`config.mk`:
```
export PLATFORM = sky130hd
export DESIGN_NAME = fx2_fifo4_stream_tx
export DESIGN_NICKNAME = d
export VERILOG_FILES = /design/src/rtl/fx2_fifo4_stream_tx.sv
export SDC_FILE = /design/constraint.sdc
export NUM_CORES = 1
export LEC_CHECK = 0
export BUFFER_PORTS_ARGS = -buffer_cell sky130_fd_sc_hd__buf_2
export CAP_MARGIN = 20
export CELL_PAD_IN_SITES_DETAIL_PLACEMENT = 1
export CELL_PAD_IN_SITES_GLOBAL_PLACEMENT = 2
export CORE_ASPECT_RATIO = 0.9
export CORE_UTILIZATION = 25
export CTS_CLUSTER_DIAMETER = 30
export DETAILED_ROUTE_END_ITERATION = 10
export PLACE_DENSITY_LB_ADDON = 0.08
export SLEW_MARGIN = 20
export SYNTH_ARGS = -nofsm -noshare
export SYNTH_HDL_FRONTEND = slang
export SYNTH_SLANG_ARGS = --single-unit
```
`constraint.sdc`:
```
create_clock -name clk -period 3 [get_ports clk]
set_input_delay 0.3 -clock clk [delete_from_list [all_inputs] [get_ports clk]]
set_output_delay 0.3 -clock clk [all_outputs]
set_load 0.02 [all_outputs]
```
`src/rtl/fx2_fifo4_stream_tx.sv`:
```
// FX2 slave-FIFO transmit path: buffers a byte stream and writes it into FIFO4,
// arbitrating the shared FX2 bus and committing short packets with PKTEND.
module fx2_fifo4_stream_tx #(
    parameter int DEPTH_LOG2   = 4,
    parameter int PKT_BYTES    = 512,
    parameter int IDLE_TIMEOUT = 255
) (
    input  logic                  clk,
    input  logic                  rst_n,
    input  logic                  in_valid,
    input  logic [7:0]            in_data,
    output logic                  in_ready,
    input  logic                  flush,
    input  logic                  FIFO4_full,
    input  logic                  bus_gnt,
    output logic                  bus_req,
    output logic [1:0]            FIFO_FIFOADR,
    output logic                  FIFO_WR,
    output logic [7:0]            FIFO_DATAOUT,
    output logic                  FIFO_DATAOUT_OE,
    output logic                  FIFO_PKTEND,
    output logic [DEPTH_LOG2:0]   level
);

    localparam int DEPTH = 1 << DEPTH_LOG2;
    localparam int CNT_W = (PKT_BYTES > 1) ? $clog2(PKT_BYTES) : 1;
    localparam int TMR_W = $clog2(IDLE_TIMEOUT + 1);

    localparam logic [DEPTH_LOG2:0]   LVL_ZERO = (DEPTH_LOG2 + 1)'(0);
    localparam logic [DEPTH_LOG2:0]   LVL_ONE  = (DEPTH_LOG2 + 1)'(1);
    localparam logic [DEPTH_LOG2:0]   LVL_FULL = (DEPTH_LOG2 + 1)'(DEPTH);
    localparam logic [DEPTH_LOG2-1:0] PTR_ZERO = DEPTH_LOG2'(0);
    localparam logic [DEPTH_LOG2-1:0] PTR_ONE  = DEPTH_LOG2'(1);
    localparam logic [CNT_W-1:0]      CNT_ZERO = CNT_W'(0);
    localparam logic [CNT_W-1:0]      CNT_ONE  = CNT_W'(1);
    localparam logic [CNT_W-1:0]      CNT_LAST = CNT_W'(PKT_BYTES - 1);
    localparam logic [TMR_W-1:0]      TMR_ZERO = TMR_W'(0);
    localparam logic [TMR_W-1:0]      TMR_ONE  = TMR_W'(1);
    localparam logic [TMR_W-1:0]      TMR_MAX  = TMR_W'(IDLE_TIMEOUT);

    typedef enum logic [1:0] {
        ST_IDLE   = 2'd0,
        ST_TURN   = 2'd1,
        ST_WRITE  = 2'd2,
        ST_PKTEND = 2'd3
    } state_t;

    state_t                state_r, state_s;
    logic [7:0]            mem_r [DEPTH];
    logic [DEPTH_LOG2-1:0] wptr_r, rptr_r;
    logic [DEPTH_LOG2:0]   level_r, level_after_s;
    logic [CNT_W-1:0]      byte_cnt_r, byte_cnt_inc_s;
    logic [TMR_W-1:0]      timer_r;
    logic                  pend_r, pflush_r;
    logic                  push_s, wr_s, pktend_s, bus_req_s, flush_any_s;

    assign in_ready        = (level_r < LVL_FULL);
    assign push_s          = in_valid & in_ready;
    assign bus_req_s       = (state_r != ST_IDLE) | (level_r != LVL_ZERO) | pend_r;
    assign byte_cnt_inc_s  = (byte_cnt_r == CNT_LAST) ? CNT_ZERO : byte_cnt_r + CNT_ONE;
    assign flush_any_s     = flush | pflush_r;

    assign bus_req         = bus_req_s;
    assign FIFO_FIFOADR    = bus_req_s ? 2'b10 : 2'b00;
    assign FIFO_WR         = wr_s;
    assign FIFO_DATAOUT_OE = wr_s;
    assign FIFO_DATAOUT    = wr_s ? mem_r[rptr_r] : 8'h00;
    assign FIFO_PKTEND     = pktend_s;
    assign level           = level_r;

    // Bus state register.
    always_ff @(posedge clk) begin
        if (!rst_n) begin
            state_r <= ST_IDLE;
        end else begin
            state_r <= state_s;
        end
    end

    // Next-state and strobe decode; PKTEND is only ever issued for a non-empty packet.
    always_comb begin
        state_s       = state_r;
        wr_s          = 1'b0;
        pktend_s      = 1'b0;
        level_after_s = level_r;
        case (state_r)
            ST_IDLE: begin
                if (bus_req_s && bus_gnt) begin
                    state_s = ST_TURN;
                end else begin
                    state_s = ST_IDLE;
                end
            end
            ST_TURN: begin
                if (!bus_gnt) begin
                    state_s = ST_IDLE;
                end else if (level_r != LVL_ZERO) begin
                    state_s = ST_WRITE;
                end else if (pend_r && (byte_cnt_r != CNT_ZERO)) begin
                    state_s = ST_PKTEND;
                end else begin
                    state_s = ST_IDLE;
                end
            end
            ST_WRITE: begin
                if (!bus_gnt) begin
                    state_s = ST_IDLE;
                end else begin
                    wr_s          = (level_r != LVL_ZERO) & ~FIFO4_full;
                    level_after_s = wr_s ? (level_r - LVL_ONE) : level_r;
                    if (level_after_s != LVL_ZERO) begin
                        state_s = ST_WRITE;
                    end else if (((pend_r && !wr_s) || pflush_r) &&
                                 ((wr_s ? byte_cnt_inc_s : byte_cnt_r) != CNT_ZERO)) begin
                        state_s = ST_PKTEND;
                    end else begin
                        state_s = ST_IDLE;
                    end
                end
            end
            ST_PKTEND: begin
                if (byte_cnt_r == CNT_ZERO) begin
                    state_s = ST_IDLE;
                end else if (bus_gnt && !FIFO4_full) begin
                    pktend_s = 1'b1;
                    state_s  = ST_IDLE;
                end else begin
                    state_s = ST_PKTEND;
                end
            end
            default: begin
                state_s = ST_IDLE;
            end
        endcase
    end

    // Buffer storage; contents need no reset since level gates every read.
    always_ff @(posedge clk) begin
        if (push_s) begin
            mem_r[wptr_r] <= in_data;
        end
    end

    // Buffer pointers and fill level.
    always_ff @(posedge clk) begin
        if (!rst_n) begin
            wptr_r  <= PTR_ZERO;
            rptr_r  <= PTR_ZERO;
            level_r <= LVL_ZERO;
        end else begin
            if (push_s) begin
                wptr_r <= wptr_r + PTR_ONE;
            end
            if (wr_s) begin
                rptr_r <= rptr_r + PTR_ONE;
            end
            if (push_s && !wr_s) begin
                level_r <= level_r + LVL_ONE;
            end else if (!push_s && wr_s) begin
                level_r <= level_r - LVL_ONE;
            end
        end
    end

    // Packet byte count, idle timer and PKTEND-pending bookkeeping.
    always_ff @(posedge clk) begin
        if (!rst_n) begin
            byte_cnt_r <= CNT_ZERO;
            timer_r    <= TMR_ZERO;
            pend_r     <= 1'b0;
            pflush_r   <= 1'b0;
        end else begin
            if (pktend_s) begin
                byte_cnt_r <= CNT_ZERO;
            end else if (wr_s) begin
                byte_cnt_r <= byte_cnt_inc_s;
            end

            if (wr_s || pktend_s || (byte_cnt_r == CNT_ZERO)) begin
                timer_r <= TMR_ZERO;
            end else if ((level_r == LVL_ZERO) && !pend_r && (timer_r != TMR_MAX)) begin
                timer_r <= timer_r + TMR_ONE;
            end

            // A flush seen while bytes are still buffered waits for the drain.
            if (wr_s || pktend_s) begin
                pend_r <= 1'b0;
            end else if ((byte_cnt_r != CNT_ZERO) && (level_r == LVL_ZERO) &&
                         (timer_r == TMR_MAX || flush_any_s)) begin
                pend_r <= 1'b1;
            end

            if (pktend_s) begin
                pflush_r <= 1'b0;
            end else if (flush_any_s) begin
                pflush_r <= (level_r != LVL_ZERO);
            end
        end
    end

endmodule
```
# Word-level counts from Yosys, hierarchy flattened
# Memory sizes are Yosys's and may differ from the RTL's. A register that Yosys moved wholly into a read port is not among the register bits.
# Index checks and enable logic that the tools add are counted.
# classes
n_addsub,6
order_cmp,1
n_eq_ne,6
muxes,26
bitwise_logic,7
reduce_logical,32
# ops
operator,n
2-bit 2-to-1 mux,9
9-bit 2-to-1 mux,2
9-bit nonzero test,2
5-bit 2-to-1 mux,3
1-bit logical AND,11
5-bit nonzero test,2
"9-bit by 1-bit adder with 9-bit output, second input constant",1
"9-bit equality test, second input constant",1
9-bit logical NOT,1
"4-bit by 1-bit adder with 4-bit output, second input constant",2
"8-bit by 1-bit adder with 8-bit output, second input constant",1
"8-bit equality test, second input constant",1
1-bit 2-to-1 mux,8
4-bit 2-to-1 mux,2
8-bit 2-to-1 mux,1
"8-bit inequality test, second input constant",1
2-bit case mux with 4 select lines,1
2-bit OR reduction,3
"5-bit by 1-bit adder with 5-bit output, second input constant",1
1-bit logical NOT,5
5-bit logical NOT,1
"5-bit less-than comparator, second input constant",1
"5-bit by 1-bit subtractor with 5-bit output, second input constant",1
"2-bit equality test, second input constant",2
other kinds (7),15
# word_totals
register_bits,34
ramBits,128
inputBits,14
out_inout_bits,20
elab_cells,87
memories,1
# mem_list
memory,depth,width,read_ports,rd_ports_with_merged_regs,write_ports,line_no,rtl
mem_r,16,8,1,1,1,49,logic [7:0] mem_r [DEPTH];

# Logic depth before layout (Yosys ltp)
# logic_depth
depth_word,10
mapped_depth,12

# Worst setup path before layout
# Ideal clock, no wire load.
# synth_timing
path_type,register to register
startpoint,"register level_r[0], in the netlist level[0]"
endpoint,"register level_r[2], in the netlist level[2]"
setup_ns,0.070
t_arrival_ns,2.508
t_required_ns,2.930
path_slack_ns,0.422
stages_incl_launch_ff,10
period_less_slack_ns,2.578
path_cell_list,dfxtp_1 > inv_1 > ha_1 > nor4b_1 > or3_1 > clkbuf_1 > buf_2 > ha_1 > or3_1 > a21oi_1
# synth_between
elab_chain_len,7
elab_cells_between_ends,15
classes_between,add/sub: 2; order compare: 1; mux: 4; bitwise: 2; reduce/logical: 6
# synth_lines
item,line_no,rtl
start: declaration,51,"logic [DEPTH_LOG2:0] level_r, level_after_s;"
start signal: assignment,158,level_r <= level_r + LVL_ONE;
start signal: assignment,160,level_r <= level_r - LVL_ONE;
branches (longest 7 deep; another with 5-bit less-than comparator),--,
# Several ways; the timed one is not identified. The select of a mux whose other input is x is not followed.
# A chain may end at the register's enable or synchronous reset.

==> qor.yml <==
timing:
  finalCritPeriodShare_pct: 94.6
  fin_skew_ns: 0.0163
  final_max_slew_viol_count: 0
  slew_headroom_pct: 53.1
  tns_ns: 0
  fmaxAchievable_mhz: 352
  period_minus_slack_ns: 2.84
  tightest_slew_ns: 0.703
  setup_viol: 0
  final_hold_viol_count: 0
  rsz0062_at_grt: "false"
status:
  status: "finished, final reports clean"
yosys:
  synth_mux_area_share_pct: 14.5
  synth.avg_cell_area_um2: 15.5
  synth_top_family_by_area: "multiplexers"
  synth_warnings: 0
  synth_compound_area_share_pct: 4.23
  synth_area_um2: 7160
  synthAdderAreaFrac_pct: 2.44
  ys_ff_latch: 166
  syn_inst: 462
  synthDistinctLibCells: 52
  synth_xor_area_share_pct: 2.20
  synth_nets: 490
  synthArstFlopShare_pct: 0
  ys.flop_type: "edfxtp_1"
  synth-simple-area-share_pct: 9.57
  synth-edff-count: 128
  synth-seq-area-share_pct: 64.3
global_routing:
  overflow: 0
  grt_max_degree: 33
  track_usage_pct: 13.1
  first_global_vias: 4276
  grt_antenna_before_repair: 0
  grt_pass1_wl_mm: 27.7
power:
  p_per_area_nw_per_um2: 648
  peakVddDrop_mv: 0.356
  leakagePower_nw: 2.87
  power.total_mw: 5.49
clock_network:
  h-tree-depth: 4
  cts_buffers: 17
  clockBufferDepth: 2
  root_buffer: "clkbuf_16"
  clock-sinks: 166
  holdBufCountCts: 0
  cts_tree: "done"
  insertion_delay_ns: 0.43
  clk_pin_slew_ns: 0.07
die:
  die_area_um2: 29300
  start_util_pct: 25.5
  fp.dieW_um: 180
  ios: 34
  rows: 58
  fp.dieH_um: 163
  core_um2: 28100
critical_path:
  crit_path_end_kind: "primary output"
  cp-start-kind: "flop"
  cp_max_fo: 8
  path_class: "flop to primary output"
  crit_arrival_ns: 2.54
  worstPathRequired_ns: 2.70
routing:
  drt-wirelength-per-cell_um: 20.5
  drc: 0
  drt-pass1-iter-count: 6
  vias: 4058
  antenna_left: 0
  drt_wl_total_mm: 18.2
  viasPerCell: 4.57
  drt_iter0_drc: 237
final_layout:
  drive_above_1_share_pct: 21.6
  area_growth_pct: 18.3
  stdcell_count: 887
  final_util_pct: 30.2
  nets: 542
  diodes: 0
placed_design:
  globalplace.congestion: 0.744
  hpwl_mm: 12.2
  port_buffers: 32
  place_inst: 855
job:
  max_cap_viol_count: 0
min_path:
  hold_class: "input port to flop"
## final timing paths
path,startpoint,to,slack [ns],cells after the start
max,flop,FIFO_DATAOUT[2],0.16,5
min,rst_n,rptr_r[2],0.14,2
max reg2reg,byte_cnt_r[2],state_r[0],0.38,8
min reg2reg,byte_cnt_r[5],byte_cnt_r[5],0.52,2
## Yosys cell counts (all sizes together) (2+ instances only)
cell type	instances	area, um^2
nor2	45	169
a211oi	2	15.0
a21o	2	15.0
nor4	4	31.3
buf	19	124
and3	6	37.5
nand2b	2	12.5
mux4	40	1010
a31o	3	26.3
xnor2	6	52.6
edfxtp	128	3840
and2	9	56.3
or4	3	22.5
a21oi	18	90.1
o21ai	11	55.1
mux2i	3	30.0
nand3	11	55.1
nand2	20	75.1
inv	12	45.0
o31ai	2	15.0
nor3	9	45.0
dfxtp	38	761
ha	14	175
nand3b	7	65.1
nand4	8	50.1
or3	3	18.8
xor2	12	105
clkbuf	8	30.0
a31oi	2	12.5
## final cells by class
cell class	count	area, um^2
Multi-Input combinational cell	257	2370
Inverter	12	47.5
Clock buffer	17	425
Fill cell	2926	19600
Clock inverter	15	195
Sequential cell	166	4610
Tap cell	360	450
Timing Repair Buffer	60	383
## power breakdown
group | switching (mW) | internal [mW] | leakage [nW]
clock | 1.05 | 1.21 | 0.303
combinational | 0.367 | 0.244 | 1.10
sequential | 0.0740 | 2.55 | 1.46
total | 1.49 | 4.00 | 2.87
## registers in the layout, summed over array words and instances (netlist names), named ones only
| register | flops |
|---|---|
| mem_r | 128 |
| byte_cnt_r | 9 |
| timer_r | 8 |
| level | 5 |
| rptr_r | 4 |
| wptr_r | 4 |
| state_r | 2 |
| pend_r | 1 |
| pflush_r | 1 |
## layer usage
layer,wire [um],vias up,GRT usage (%)
met2,8170,44,19.9
li1,-,1905,-
met5,0,-,0
met3,480,7,3.13
met4,116,0,3.26
met1,9430,2102,18.8
## placed cells by master (no fill, tap or decap), drive strengths merged, types with 11 or more instances in the layout
master and n:
a21oi 18, nand2 20, dfxtp 38, buf 60
mux4 40, ha 14, edfxtp 128, clkbuf 17
nor2 45, nand3 11, inv 20, xor2 12
o21ai 11
## through the flow
step	instance area (um^2)	hold WS (ns)	setup slack, ns
after CTS	8470	0.136	0.0438
after detailed placement	7850	0.506	0.415
after floorplan	7160	0.399	0.422
final	8480	0.144	0.162
after global placement	7850	0.507	0.464
after global routing	8480	0.165	0.00849
## cell families after synthesis
family / count (synthesis)
fa+ha+maj: 14
simple gates: 133
xor+xnor: 18
other cells: 1
compound gates: 48
buf+inv: 39
flops: 166
mux: 43
## worst max-delay path: stages (launching register included)
cell and delay (ns):
dfxtp_4 0.43, buf_4 0.23, mux4_1 0.59, mux4_2 0.52, and2_1 0.18, buf_2 0.16
## repair_timing
action,CTS,global route
gates resized for setup,0,3
endpoints found under the setup margin,0,8
buffers inserted,0,0
Note: power is estimated with default switching activity, not from simulation.
